--- config.mk ---
export PLATFORM = sky130hd
export DESIGN_NAME = ysyx_22041461_mem_access_flat
export DESIGN_NICKNAME = d
export VERILOG_FILES = /design/src/rtl/ysyx_22041461_mem_access_pkg.sv /design/src/rtl/ysyx_22041461_mem_access_if.sv /design/src/rtl/ysyx_22041461_mem_access_lsu_align.sv /design/src/rtl/ysyx_22041461_mem_access.sv /design/src/flat_wrapper.sv
export SDC_FILE = /design/constraint.sdc
export NUM_CORES = 1
export LEC_CHECK = 0
export BUFFER_PORTS_ARGS = -buffer_cell sky130_fd_sc_hd__buf_4
export CORE_UTILIZATION = 40
export CTS_CLUSTER_DIAMETER = 50
export CTS_CLUSTER_SIZE = 25
export DETAILED_ROUTE_END_ITERATION = 16
export GPL_ROUTABILITY_DRIVEN = 0
export PLACE_DENSITY = 0.72
export SLEW_MARGIN = 20
export SYNTH_ARGS = -nofsm -noshare
export SYNTH_HDL_FRONTEND = slang
export SYNTH_SLANG_ARGS = --single-unit
--- constraint.sdc ---
create_clock -name clk -period 7.6 [get_ports clk]
set_input_delay 1.52 -clock clk [delete_from_list [all_inputs] [get_ports clk]]
set_output_delay 1.52 -clock clk [all_outputs]
set_load 0.05 [all_outputs]
--- src/rtl/ysyx_22041461_mem_access_pkg.sv ---
`default_nettype none
// ============================================================================
// Module      : ysyx_22041461_mem_pkg
// Description : Shared types and constants for the MEM-stage load/store unit:
//               access size codes, FSM state type, byte-strobe base masks and
//               the latched memory-op record.
// Revision    : 1.0 - initial release
// ============================================================================
package ysyx_22041461_mem_pkg;

    localparam logic [1:0] SZ_B = 2'd0;
    localparam logic [1:0] SZ_H = 2'd1;
    localparam logic [1:0] SZ_W = 2'd2;
    localparam logic [1:0] SZ_D = 2'd3;

    localparam logic [7:0] WSTRB_B = 8'h01;
    localparam logic [7:0] WSTRB_H = 8'h03;
    localparam logic [7:0] WSTRB_W = 8'h0F;
    localparam logic [7:0] WSTRB_D = 8'hFF;

    typedef enum logic [1:0] {
        ST_IDLE = 2'd0,
        ST_REQ  = 2'd1,
        ST_RESP = 2'd2,
        ST_DONE = 2'd3
    } state_t;

    typedef struct packed {
        logic        we;
        logic [1:0]  size;
        logic        uns;
        logic [63:0] addr;
        logic [63:0] wdata;
        logic [4:0]  rd;
    } mem_op_t;

    function automatic logic [7:0] size_mask(input logic [1:0] sz);
        case (sz)
            SZ_B:    size_mask = WSTRB_B;
            SZ_H:    size_mask = WSTRB_H;
            SZ_W:    size_mask = WSTRB_W;
            default: size_mask = WSTRB_D;
        endcase
    endfunction

endpackage
`default_nettype wire

--- src/rtl/ysyx_22041461_mem_access_if.sv ---
`default_nettype none
// ============================================================================
// Module      : ysyx_22041461_mem_access_if
// Description : Data-bus interface of the load/store unit. One valid/ready
//               request channel and a single-cycle response strobe.
//   master : drives bus_req_valid/we/addr/wdata/wstrb,
//            receives bus_req_ready, bus_resp_valid, bus_resp_rdata
//   slave  : the opposite directions (memory side)
// Revision    : 1.0 - initial release
// ============================================================================
interface ysyx_22041461_mem_access_if;
    logic        bus_req_valid;
    logic        bus_req_ready;
    logic        bus_req_we;
    logic [63:0] bus_req_addr;
    logic [63:0] bus_req_wdata;
    logic [7:0]  bus_req_wstrb;
    logic        bus_resp_valid;
    logic [63:0] bus_resp_rdata;

    modport master (
        output bus_req_valid, bus_req_we, bus_req_addr, bus_req_wdata, bus_req_wstrb,
        input  bus_req_ready, bus_resp_valid, bus_resp_rdata
    );

    modport slave (
        input  bus_req_valid, bus_req_we, bus_req_addr, bus_req_wdata, bus_req_wstrb,
        output bus_req_ready, bus_resp_valid, bus_resp_rdata
    );
endinterface
`default_nettype wire

--- src/rtl/ysyx_22041461_mem_access_lsu_align.sv ---
`default_nettype none
// ============================================================================
// Module      : ysyx_22041461_lsu_align
// Description : Combinational lane logic. Shifts store data and byte strobes
//               into the 8-byte line, extracts/extends load data from a line,
//               and flags size-misaligned addresses.
//   i_size, i_unsigned, i_off : access size, zero-extend flag, addr[2:0]
//   i_wdata, i_rdata_line     : LSB-justified store data, returned bus line
//   o_wdata, o_wstrb          : lane-shifted store data and strobes
//   o_rdata, o_misaligned     : extended load value, misalignment flag
// Revision    : 1.0 - initial release
// ============================================================================
module ysyx_22041461_lsu_align
    import ysyx_22041461_mem_pkg::*;
(
    input  wire logic [1:0]  i_size,
    input  wire logic        i_unsigned,
    input  wire logic [2:0]  i_off,
    input  wire logic [63:0] i_wdata,
    input  wire logic [63:0] i_rdata_line,
    output logic      [63:0] o_wdata,
    output logic      [7:0]  o_wstrb,
    output logic      [63:0] o_rdata,
    output logic             o_misaligned
);
    logic [5:0]  w_shamt;
    logic [63:0] w_line;

    assign w_shamt = {i_off, 3'b000};
    assign o_wdata = i_wdata << w_shamt;
    assign o_wstrb = size_mask(i_size) << i_off;
    assign w_line  = i_rdata_line >> w_shamt;

    always_comb begin
        o_rdata      = w_line;
        o_misaligned = 1'b0;
        case (i_size)
            SZ_B: o_rdata = i_unsigned ? {56'd0, w_line[7:0]}
                                       : {{56{w_line[7]}}, w_line[7:0]};
            SZ_H: begin
                o_rdata      = i_unsigned ? {48'd0, w_line[15:0]}
                                          : {{48{w_line[15]}}, w_line[15:0]};
                o_misaligned = i_off[0];
            end
            SZ_W: begin
                o_rdata      = i_unsigned ? {32'd0, w_line[31:0]}
                                          : {{32{w_line[31]}}, w_line[31:0]};
                o_misaligned = |i_off[1:0];
            end
            default: begin
                // Doubleword fills the register; nothing to extend.
                o_rdata      = w_line;
                o_misaligned = |i_off;
            end
        endcase
    end
endmodule
`default_nettype wire

--- src/rtl/ysyx_22041461_mem_access.sv ---
`default_nettype none
// ============================================================================
// Module      : ysyx_22041461_mem_access
// Description : MEM-stage load/store unit. Latches one memory op, performs a
//               request + response on the data bus, stalls upstream while
//               busy and returns the extended result with a one-cycle done.
//   clk, rst          : clock, asynchronous active-high reset
//   i_flush           : kills the in-flight op (no done)
//   i_valid_in .. i_rd_in : memory op from the EXE/MEM register
//   o_stall_req       : hold upstream pipeline registers
//   o_done/o_err      : result pulse, error qualifier (misalign/timeout)
//   o_rd_out/o_rdata_out : destination register and load data
//   bus               : data-bus master port
// Revision    : 1.0 - initial release
// ============================================================================
module ysyx_22041461_mem_access
    import ysyx_22041461_mem_pkg::*;
#(
    parameter int TIMEOUT_CYC = 255
) (
    input  wire logic        clk,
    input  wire logic        rst,
    input  wire logic        i_flush,
    input  wire logic        i_valid_in,
    input  wire logic        i_mem_ren,
    input  wire logic        i_mem_wen,
    input  wire logic [1:0]  i_mem_size,
    input  wire logic        i_mem_unsigned,
    input  wire logic [63:0] i_addr,
    input  wire logic [63:0] i_wdata,
    input  wire logic [4:0]  i_rd_in,
    output logic             o_stall_req,
    output logic             o_done,
    output logic             o_err,
    output logic      [4:0]  o_rd_out,
    output logic      [63:0] o_rdata_out,
    ysyx_22041461_mem_access_if.master bus
);
    localparam int CNT_W = 16;

    state_t           r_state, w_next;
    mem_op_t          r_op;
    logic [CNT_W-1:0] r_cnt;
    logic             r_drop, r_err, r_orphan;
    logic [63:0]      r_rdata;

    logic        w_idle, w_accept, w_hs, w_resp, w_tmo;
    logic [1:0]  w_size;
    logic        w_uns;
    logic [2:0]  w_off;
    logic [63:0] w_wdata_in, w_wdata_sh, w_ld_data;
    logic [7:0]  w_wstrb;
    logic        w_misaligned;

    assign w_idle   = (r_state == ST_IDLE);
    // Gated by rst so stall_req drops immediately on an asynchronous reset.
    assign w_accept = w_idle && !rst && i_valid_in && (i_mem_ren || i_mem_wen) && !i_flush;
    assign w_hs     = (r_state == ST_REQ) && bus.bus_req_ready;
    assign w_resp   = (r_state == ST_RESP) && bus.bus_resp_valid;
    assign w_tmo    = ((r_state == ST_REQ) || (r_state == ST_RESP)) &&
                      (r_cnt >= CNT_W'(TIMEOUT_CYC - 1));

    // In IDLE the aligner sees the incoming op (misalign check at accept);
    // afterwards it sees the latched op (bus lanes, load extraction).
    assign w_size     = w_idle ? i_mem_size     : r_op.size;
    assign w_uns      = w_idle ? i_mem_unsigned : r_op.uns;
    assign w_off      = w_idle ? i_addr[2:0]    : r_op.addr[2:0];
    assign w_wdata_in = w_idle ? i_wdata        : r_op.wdata;

    ysyx_22041461_lsu_align u_align (
        .i_size       (w_size),
        .i_unsigned   (w_uns),
        .i_off        (w_off),
        .i_wdata      (w_wdata_in),
        .i_rdata_line (bus.bus_resp_rdata),
        .o_wdata      (w_wdata_sh),
        .o_wstrb      (w_wstrb),
        .o_rdata      (w_ld_data),
        .o_misaligned (w_misaligned)
    );

    always_ff @(posedge clk or posedge rst) begin
        if (rst) r_state <= ST_IDLE;
        else     r_state <= w_next;
    end

    always_comb begin
        w_next = r_state;
        case (r_state)
            ST_IDLE: if (w_accept) w_next = w_misaligned ? ST_DONE : ST_REQ;
            ST_REQ: begin
                if (w_hs)         w_next = ST_RESP;  // flush here only marks drop
                else if (i_flush) w_next = ST_IDLE;
                else if (w_tmo)   w_next = ST_DONE;
            end
            ST_RESP: begin
                if (w_resp)     w_next = r_drop ? ST_IDLE : ST_DONE;
                else if (w_tmo) w_next = (r_drop || i_flush) ? ST_IDLE : ST_DONE;
            end
            default: w_next = ST_IDLE;
        endcase
    end

    always_ff @(posedge clk or posedge rst) begin
        if (rst) begin
            r_op     <= '0;
            r_cnt    <= '0;
            r_drop   <= 1'b0;
            r_err    <= 1'b0;
            r_rdata  <= '0;
            r_orphan <= 1'b0;
        end else begin
            if (w_accept) begin
                r_op.we    <= i_mem_wen;
                r_op.size  <= i_mem_size;
                r_op.uns   <= i_mem_unsigned;
                r_op.addr  <= i_addr;
                r_op.wdata <= i_wdata;
                r_op.rd    <= i_rd_in;
                r_err      <= w_misaligned;
                r_rdata    <= '0;
                r_drop     <= 1'b0;
                r_cnt      <= '0;
            end else if ((r_state == ST_REQ) || (r_state == ST_RESP)) begin
                r_cnt <= r_cnt + 1'b1;
            end

            // Once the request is on the bus a flush cannot cancel it; the
            // response must still be consumed, so only remember to discard it.
            if ((w_hs || (r_state == ST_RESP)) && i_flush) r_drop <= 1'b1;

            if (w_resp) begin
                r_rdata <= r_op.we ? 64'd0 : w_ld_data;
                r_err   <= 1'b0;
            end else if (w_tmo && !w_hs) begin
                r_rdata <= '0;
                r_err   <= 1'b1;
            end

            // A response abandoned by timeout may still show up later.
            if ((r_state == ST_RESP) && w_tmo && !w_resp) r_orphan <= 1'b1;
            else if (bus.bus_resp_valid && (r_state != ST_RESP)) r_orphan <= 1'b0;
        end
    end

    assign o_stall_req = (r_state == ST_REQ) || (r_state == ST_RESP) || w_accept;
    assign o_done      = (r_state == ST_DONE);
    assign o_err       = o_done && r_err;
    assign o_rd_out    = o_done ? r_op.rd : 5'd0;
    assign o_rdata_out = o_done ? r_rdata : 64'd0;

    assign bus.bus_req_valid = (r_state == ST_REQ);
    assign bus.bus_req_we    = (r_state == ST_REQ) && r_op.we;
    assign bus.bus_req_addr  = (r_state == ST_REQ) ? {r_op.addr[63:3], 3'b000} : 64'd0;
    assign bus.bus_req_wdata = (r_state == ST_REQ) ? w_wdata_sh : 64'd0;
    assign bus.bus_req_wstrb = ((r_state == ST_REQ) && r_op.we) ? w_wstrb : 8'd0;

    a_resp_only_in_resp: assert property (@(posedge clk) disable iff (rst)
        bus.bus_resp_valid |-> ((r_state == ST_RESP) || r_orphan))
        else $error("bus_resp_valid outside RESP");
endmodule
`default_nettype wire

--- src/flat_wrapper.sv ---
// flat-port wrapper written by rule: the top's interface ports become plain ports
module ysyx_22041461_mem_access_flat import ysyx_22041461_mem_pkg::*;
#(
    parameter int TIMEOUT_CYC = 255
)
  (clk, rst, i_flush, i_valid_in, i_mem_ren, i_mem_wen, i_mem_size, i_mem_unsigned, i_addr, i_wdata, i_rd_in, o_stall_req, o_done, o_err, o_rd_out, o_rdata_out, bus_bus_req_valid, bus_bus_req_we, bus_bus_req_addr, bus_bus_req_wdata, bus_bus_req_wstrb, bus_bus_req_ready, bus_bus_resp_valid, bus_bus_resp_rdata);
  ysyx_22041461_mem_access_if bus_i ();
  input  wire logic clk;
  input  wire logic rst;
  input  wire logic i_flush;
  input  wire logic i_valid_in;
  input  wire logic i_mem_ren;
  input  wire logic i_mem_wen;
  input  wire logic [1:0] i_mem_size;
  input  wire logic i_mem_unsigned;
  input  wire logic [63:0] i_addr;
  input  wire logic [63:0] i_wdata;
  input  wire logic [4:0] i_rd_in;
  output logic o_stall_req;
  output logic o_done;
  output logic o_err;
  output logic      [4:0] o_rd_out;
  output logic      [63:0] o_rdata_out;
  output wire logic [$bits(bus_i.bus_req_valid)-1:0] bus_bus_req_valid;
  output wire logic [$bits(bus_i.bus_req_we)-1:0] bus_bus_req_we;
  output wire logic [$bits(bus_i.bus_req_addr)-1:0] bus_bus_req_addr;
  output wire logic [$bits(bus_i.bus_req_wdata)-1:0] bus_bus_req_wdata;
  output wire logic [$bits(bus_i.bus_req_wstrb)-1:0] bus_bus_req_wstrb;
  input wire logic [$bits(bus_i.bus_req_ready)-1:0] bus_bus_req_ready;
  input wire logic [$bits(bus_i.bus_resp_valid)-1:0] bus_bus_resp_valid;
  input wire logic [$bits(bus_i.bus_resp_rdata)-1:0] bus_bus_resp_rdata;
  assign bus_bus_req_valid = bus_i.bus_req_valid;
  assign bus_bus_req_we = bus_i.bus_req_we;
  assign bus_bus_req_addr = bus_i.bus_req_addr;
  assign bus_bus_req_wdata = bus_i.bus_req_wdata;
  assign bus_bus_req_wstrb = bus_i.bus_req_wstrb;
  assign bus_i.bus_req_ready = bus_bus_req_ready;
  assign bus_i.bus_resp_valid = bus_bus_resp_valid;
  assign bus_i.bus_resp_rdata = bus_bus_resp_rdata;
  ysyx_22041461_mem_access #(.TIMEOUT_CYC(TIMEOUT_CYC)) u_core (.clk(clk), .rst(rst), .i_flush(i_flush), .i_valid_in(i_valid_in), .i_mem_ren(i_mem_ren), .i_mem_wen(i_mem_wen), .i_mem_size(i_mem_size), .i_mem_unsigned(i_mem_unsigned), .i_addr(i_addr), .i_wdata(i_wdata), .i_rd_in(i_rd_in), .o_stall_req(o_stall_req), .o_done(o_done), .o_err(o_err), .o_rd_out(o_rd_out), .o_rdata_out(o_rdata_out), .bus(bus_i));
endmodule
* After elaboration in Yosys (flattened, before gate mapping) *
Index checks and enable logic that the tools add are counted.

word-level totals
  output and inout bits = 210
  word-level logic and storage cells = 87
  input port bits = 208
  flip-flop bits (word level) = 221

cells by class
  magnitude comparators = 1
  multiplexer cells = 36
  equality and inequality tests = 8
  shifts and indexed selects = 3
  add/sub/neg operators = 1
  reduce and logical (&&, ||, !) cells = 27

operators by type and width
  kind                     number
  $mux W64                 11
  $pmux W64 S3             1
  $shl A64 B6 Y64          1
  $shr A64 B6 Y64          1
  $mux W16                 2
  $pmux W8 S3              1
  $mux W2                  10
  $add A16 B1 Y16 const B  1
  $ge A16 B8 Y1 const B    1
  $logic_and A1 B1 Y1      11
  $mux W8                  1
  $shl A8 B3 Y8            1
  $eq A2 B2 Y1 const B     3
  $mux W1                  6
  $pmux W2 S3              1
  $logic_or A1 B1 Y1       5
  $mux W5                  1
  $eq A2 B1 Y1 const B     2
  $logic_not A2 Y1         2
  $ne A4 B2 Y1 const B     1
  $reduce_bool A2 Y1       2
  $logic_not A1 Y1         3
  $mux W3                  1
  $ne A3 B1 Y1 const B     1
  other kinds (6)          6

* Longest topological paths before layout *
  depth in word-level cells = 8
  mapped depth = 11
  mapped depth without buffers = 8

* By module *
A second synthesis with hierarchy kept.

unflattened totals
  cells, all modules = 1757
  area total of the unflattened synthesis = 15228.4 um^2

modules (own cells, without submodules)
  module                    area each (um^2)  instances  sequential area each (um^2)  cells each
  ysyx_22041461_mem_access  10731.5           1          5530.3                       1157
  ysyx_22041461_lsu_align   4496.8            1          0.0                          600

* Worst setup path after synthesis *
OpenSTA, ideal clock, no wires.

  path kind = input -> output
  from = in i_addr[0]
  to = out bus_bus_req_wdata[57]
  buffers on the path = 3
  stages = 8
  arrival time = 4.103 ns
  slack = 1.977 ns
  required time = 6.080 ns
  cell sequence = clkbuf_1 mux2_4 clkbuf_1 clkbuf_1 a211oi_1 a21oi_1 a21oi_1 a211oi_1

between the ends
  word-level cells in the longest chain between the ends = 3

RTL lines
  element          RTL line                                  source
  from (decl)      flat_wrapper.sv:16                        input wire logic [63:0] i_addr;
  $mux W3          ysyx_22041461_mem_access.sv:67            assign w_off = w_idle ? i_addr[2:0] : r_op.addr[2:0];
  $shl A64 B6 Y64  ysyx_22041461_mem_access_lsu_align.sv:30  assign o_wdata = i_wdata << w_shamt;
  $mux W64         ysyx_22041461_mem_access.sv:155           assign bus.bus_req_wdata = (r_state == ST_REQ) ? w_wdata_sh : 64'd0;
  to (decl)        flat_wrapper.sv:27                        output wire logic [$bits(bus_i.bus_req_wdata)-1:0] bus_bus_req_wdata;

Every way passes these cells.

* Final worst setup path *
  from = in i_addr[0]
  to = out bus_bus_req_wdata[62]

The elaborated chain is that of the path after synthesis.

==> flow_summary.yaml <==
pwr:
  worst_ir_drop_vdd_mv: 0.283
  p_leak_nw: 9.51
  power_mw: 8.81
  p_int_mw: 4.26
  power_switching_mw: 4.54
  sequentialPowerShare_pct: 23.6
  comb_power_share_pct: 60.1
  power.switching_fraction_pct: 51.6
  power_frac_clock_pct: 16.4
  p_per_area_mw_per_mm2: 474
sta:
  worst_tran_pin_value_ns: 1.01
  fmax_ghz: 0.172
  final-max-slew-violation-count: 0
  setup_violations: 0
  clock-skew-final_ns: 0.0242
  timing.final.ws_setup_ns: 1.79
  final.period_utilization_pct: 76.4
  hold_viol: 0
  hold_slack_ns: 0.465
  max-slew-margin-rel_pct: 32.3
  final_period_minus_worst_setup_slack_ns: 5.81
  grt_setup_unrepaired: "no"
  tns_ns: 0
yosys:
  top_reg_cell_synth: "sky130_fd_sc_hd__dfrtp_1"
  synth.top_cells.by_count: "548 x sky130_fd_sc_hd__nand2_1, 221 x sky130_fd_sc_hd__dfrtp_1, 141 x sky130_fd_sc_hd__and2_1"
  synth_cells: 1799
  synth_seq_cells: 221
  seq_area_frac_synth_pct: 38.8
  synth_async_sr_flop_share_pct: 100
  netlist.area_leader.share_pct: 38.8
  ys_warn_count: 0
  synth.largest_area_cell: "sky130_fd_sc_hd__dfrtp_1"
  synthesis.area_per_instance_sq_um: 7.92
  post-synth-top-count-cell: "sky130_fd_sc_hd__nand2_1"
  synth-edff-count: 0
  netlist_area_sq_mm: 0.0143
  ys_types: 58
  synth_top_cells_by_area: "sky130_fd_sc_hd__dfrtp_1 39%, sky130_fd_sc_hd__nand2_1 14%, sky130_fd_sc_hd__mux2i_1 7.3%"
clock_network:
  cts_tree: "yes"
  cts.repair_timing.setup_buffer_count: 0
  root_buffer: "sky130_fd_sc_hd__clkbuf_16"
  clock_insertion_delay_worst_skew_ns: 0.56
  tritoncts.num_buffers: 30
  clkTransAtPathRegs_ns: 0.05
  cts.hold.buffers_added: 0
  post_cts_resize_count: 0
  ctsLongestPathBuffers: 3
  ctsHtreeMaxLevel: 1
  cts_num_sinks: 221
global_routing:
  grt_antenna_before_repair: 9
  number_of_global_route_vias_before_repair: 13700
  global_route.usage.total_pct: 27.9
  maximum_number_of_pins_on_one_net_before_global_route_repair: 141
  overflow: 0
  grt_first_pass_wirelength_um: 79500
cells_and_area:
  share_of_post_route_cells_with_drive_strength_above_1_pct: 24.5
  final-instance-count-excl-fill: 2600
  layout.cell_area.non_filler_sq_mm: 0.0186
  finish.utilization_pct: 53.4
  nets: 2330
  area_growth_pct: 30.5
floorplanning:
  fp-row-count: 68
  die_ht_um: 191
  fp.dieW_um: 191
  initial_utilization_pct: 41.0
  die-area_sq_mm: 0.0364
  design.core.area_sq_mm: 0.0348
  num_io_pins: 418
place:
  worst_slack_at_placement_ns: 1.89
  hpwl_um: 37700
  post-place-cells: 2539
  place_area_sq_mm: 0.0175
  buffer_ports.inserted: 414
drt:
  vias_per_cell: 5.66
  drt_first_pass_iters: 5
  drt_iter0_drc: 1649
  drt-total-wl_um: 52400
  post-route-drc-count: 0
  routed_wire_length_per_instance_um: 20.1
  via_count: 14700
  route.antenna.remaining_nets: 0
job:
  max-cap-violations: 0
critical_path:
  timing.critical_path.fanout_max: 78
  critPathCaptureType: "output port"
  timing.critical_path.required_ns: 6.08
  startpoint_type: "input port"
  r2r_cells: 9
  worstPathArrival_ns: 4.29
  setup.worst_path.class: "input port to output port"
worst_hold_path:
  hold_depth: 2
  hp-class: "flip-flop to flip-flop"
outcome:
  status: "finished clean"
[cells by family after synthesis]
| logic type | count (synthesis) | share of synthesized area (%) |
|---|---|---|
| simple gates | 926 | 28.9 |
| compound gates | 346 | 17.0 |
| flops | 221 | 38.8 |
| buf+inv | 158 | 4.63 |
| mux | 127 | 9.24 |
| xor+xnor | 14 | 0.860 |
| fa+ha+maj | 6 | 0.527 |
| other cells | 1 | 0.0263 |
[critical path: stages]
cell and delay, ns:
sky130_fd_sc_hd__buf_4 0.64, sky130_fd_sc_hd__mux2_4 0.85, sky130_fd_sc_hd__o21ai_0 0.49, sky130_fd_sc_hd__nor2_1 0.19
sky130_fd_sc_hd__a21oi_1 0.07, sky130_fd_sc_hd__a211oi_1 0.26, sky130_fd_sc_hd__buf_4 0.25
[flip-flops by register name (all words and copies together) (netlist names)]
register / cells
u_core.r_state: 2
u_core.r_op: 137
u_core.r_cnt: 16
u_core.r_err: 1
u_core.r_rdata: 64
u_core.r_drop: 1
[cells in the final DEF, fill, tap and decap left out, types with 4 or more instances in the layout]
cell type                   netlist  final
sky130_fd_sc_hd__diode_2          0      6
sky130_fd_sc_hd__o22ai_1         26     26
sky130_fd_sc_hd__a211o_1         15     15
sky130_fd_sc_hd__and2_1         141    141
sky130_fd_sc_hd__a21oi_1        103    103
sky130_fd_sc_hd__o21ai_0         26     26
sky130_fd_sc_hd__dfrtp_1        221    220
sky130_fd_sc_hd__inv_1            9      8
sky130_fd_sc_hd__nor2b_1         40     40
sky130_fd_sc_hd__mux2i_1        104    102
sky130_fd_sc_hd__a311oi_1         7      7
sky130_fd_sc_hd__mux2_2          20     19
sky130_fd_sc_hd__xor2_1           9      9
sky130_fd_sc_hd__xnor2_1          5      5
sky130_fd_sc_hd__inv_8            0      4
sky130_fd_sc_hd__buf_4            3    431
sky130_fd_sc_hd__a221o_1         38     38
sky130_fd_sc_hd__clkbuf_8         0      4
sky130_fd_sc_hd__o2bb2ai_1        9      9
sky130_fd_sc_hd__clkbuf_1       105      4
sky130_fd_sc_hd__inv_6            0      4
sky130_fd_sc_hd__clkbuf_16        0     31
sky130_fd_sc_hd__nand4_1          4      4
sky130_fd_sc_hd__a211oi_1        90     90
sky130_fd_sc_hd__nand2_1        548    548
sky130_fd_sc_hd__nor3_1          13     13
sky130_fd_sc_hd__nand3_1         35     35
sky130_fd_sc_hd__a22o_1           4      4
sky130_fd_sc_hd__o22a_1           7      7
sky130_fd_sc_hd__and3_1          27     26
sky130_fd_sc_hd__nor2_1         106    106
[cell type report]
| type | count | area (sq um) |
|---|---|---|
| clock buffer | 39 | 846 |
| antenna | 6 | 15.0 |
| clock inverter | 16 | 185 |
| multi-input combinational | 1422 | 8160 |
| fill | 3205 | 16200 |
| inverter | 9 | 41.3 |
| timing repair buffer | 432 | 3250 |
| tap | 455 | 569 |
| sequential | 221 | 5530 |
[final timing paths]
check,end,from,slack [ns]
setup / recovery,bus_bus_req_wdata[62],i_addr[0],1.79
hold / removal,u_core.r_op[73]$_DFFE_PP0N_,u_core.r_op[73]$_DFFE_PP0N_,0.46
setup reg to reg,u_core.r_rdata[9]$_DFFE_PP0P_,u_core.r_state[0]$_DFFE_PP0P_,3.15
hold reg to reg,u_core.r_op[73]$_DFFE_PP0N_,u_core.r_op[73]$_DFFE_PP0N_,0.46
max in group asynchronous,u_core.r_op[69]$_DFFE_PP0N_,rst,4.98
min in group asynchronous,u_core.r_op[76]$_DFFE_PP0N_,rst,1.23
[power by group through the flow]
stage | sequential, mW | clock (mW) | combinational, mW
after floorplan | 1.95 | 0 | 3.79
after global placement | 2.05 | 0 | 5.11
after detailed placement | 2.07 | 0 | 5.19
after CTS | 2.06 | 1.47 | 5.20
after global routing | 2.14 | 1.52 | 5.65
final | 2.07 | 1.44 | 5.29
[layer usage]
metal / track usage [%] / wire (um)
met1: 39.2 / 22100
met2: 42.1 / 23100
met3: 5.63 / 5130
met4: 10.6 / 1990
met5: 0 / 37
Note: power is estimated with default switching activity, not from simulation.
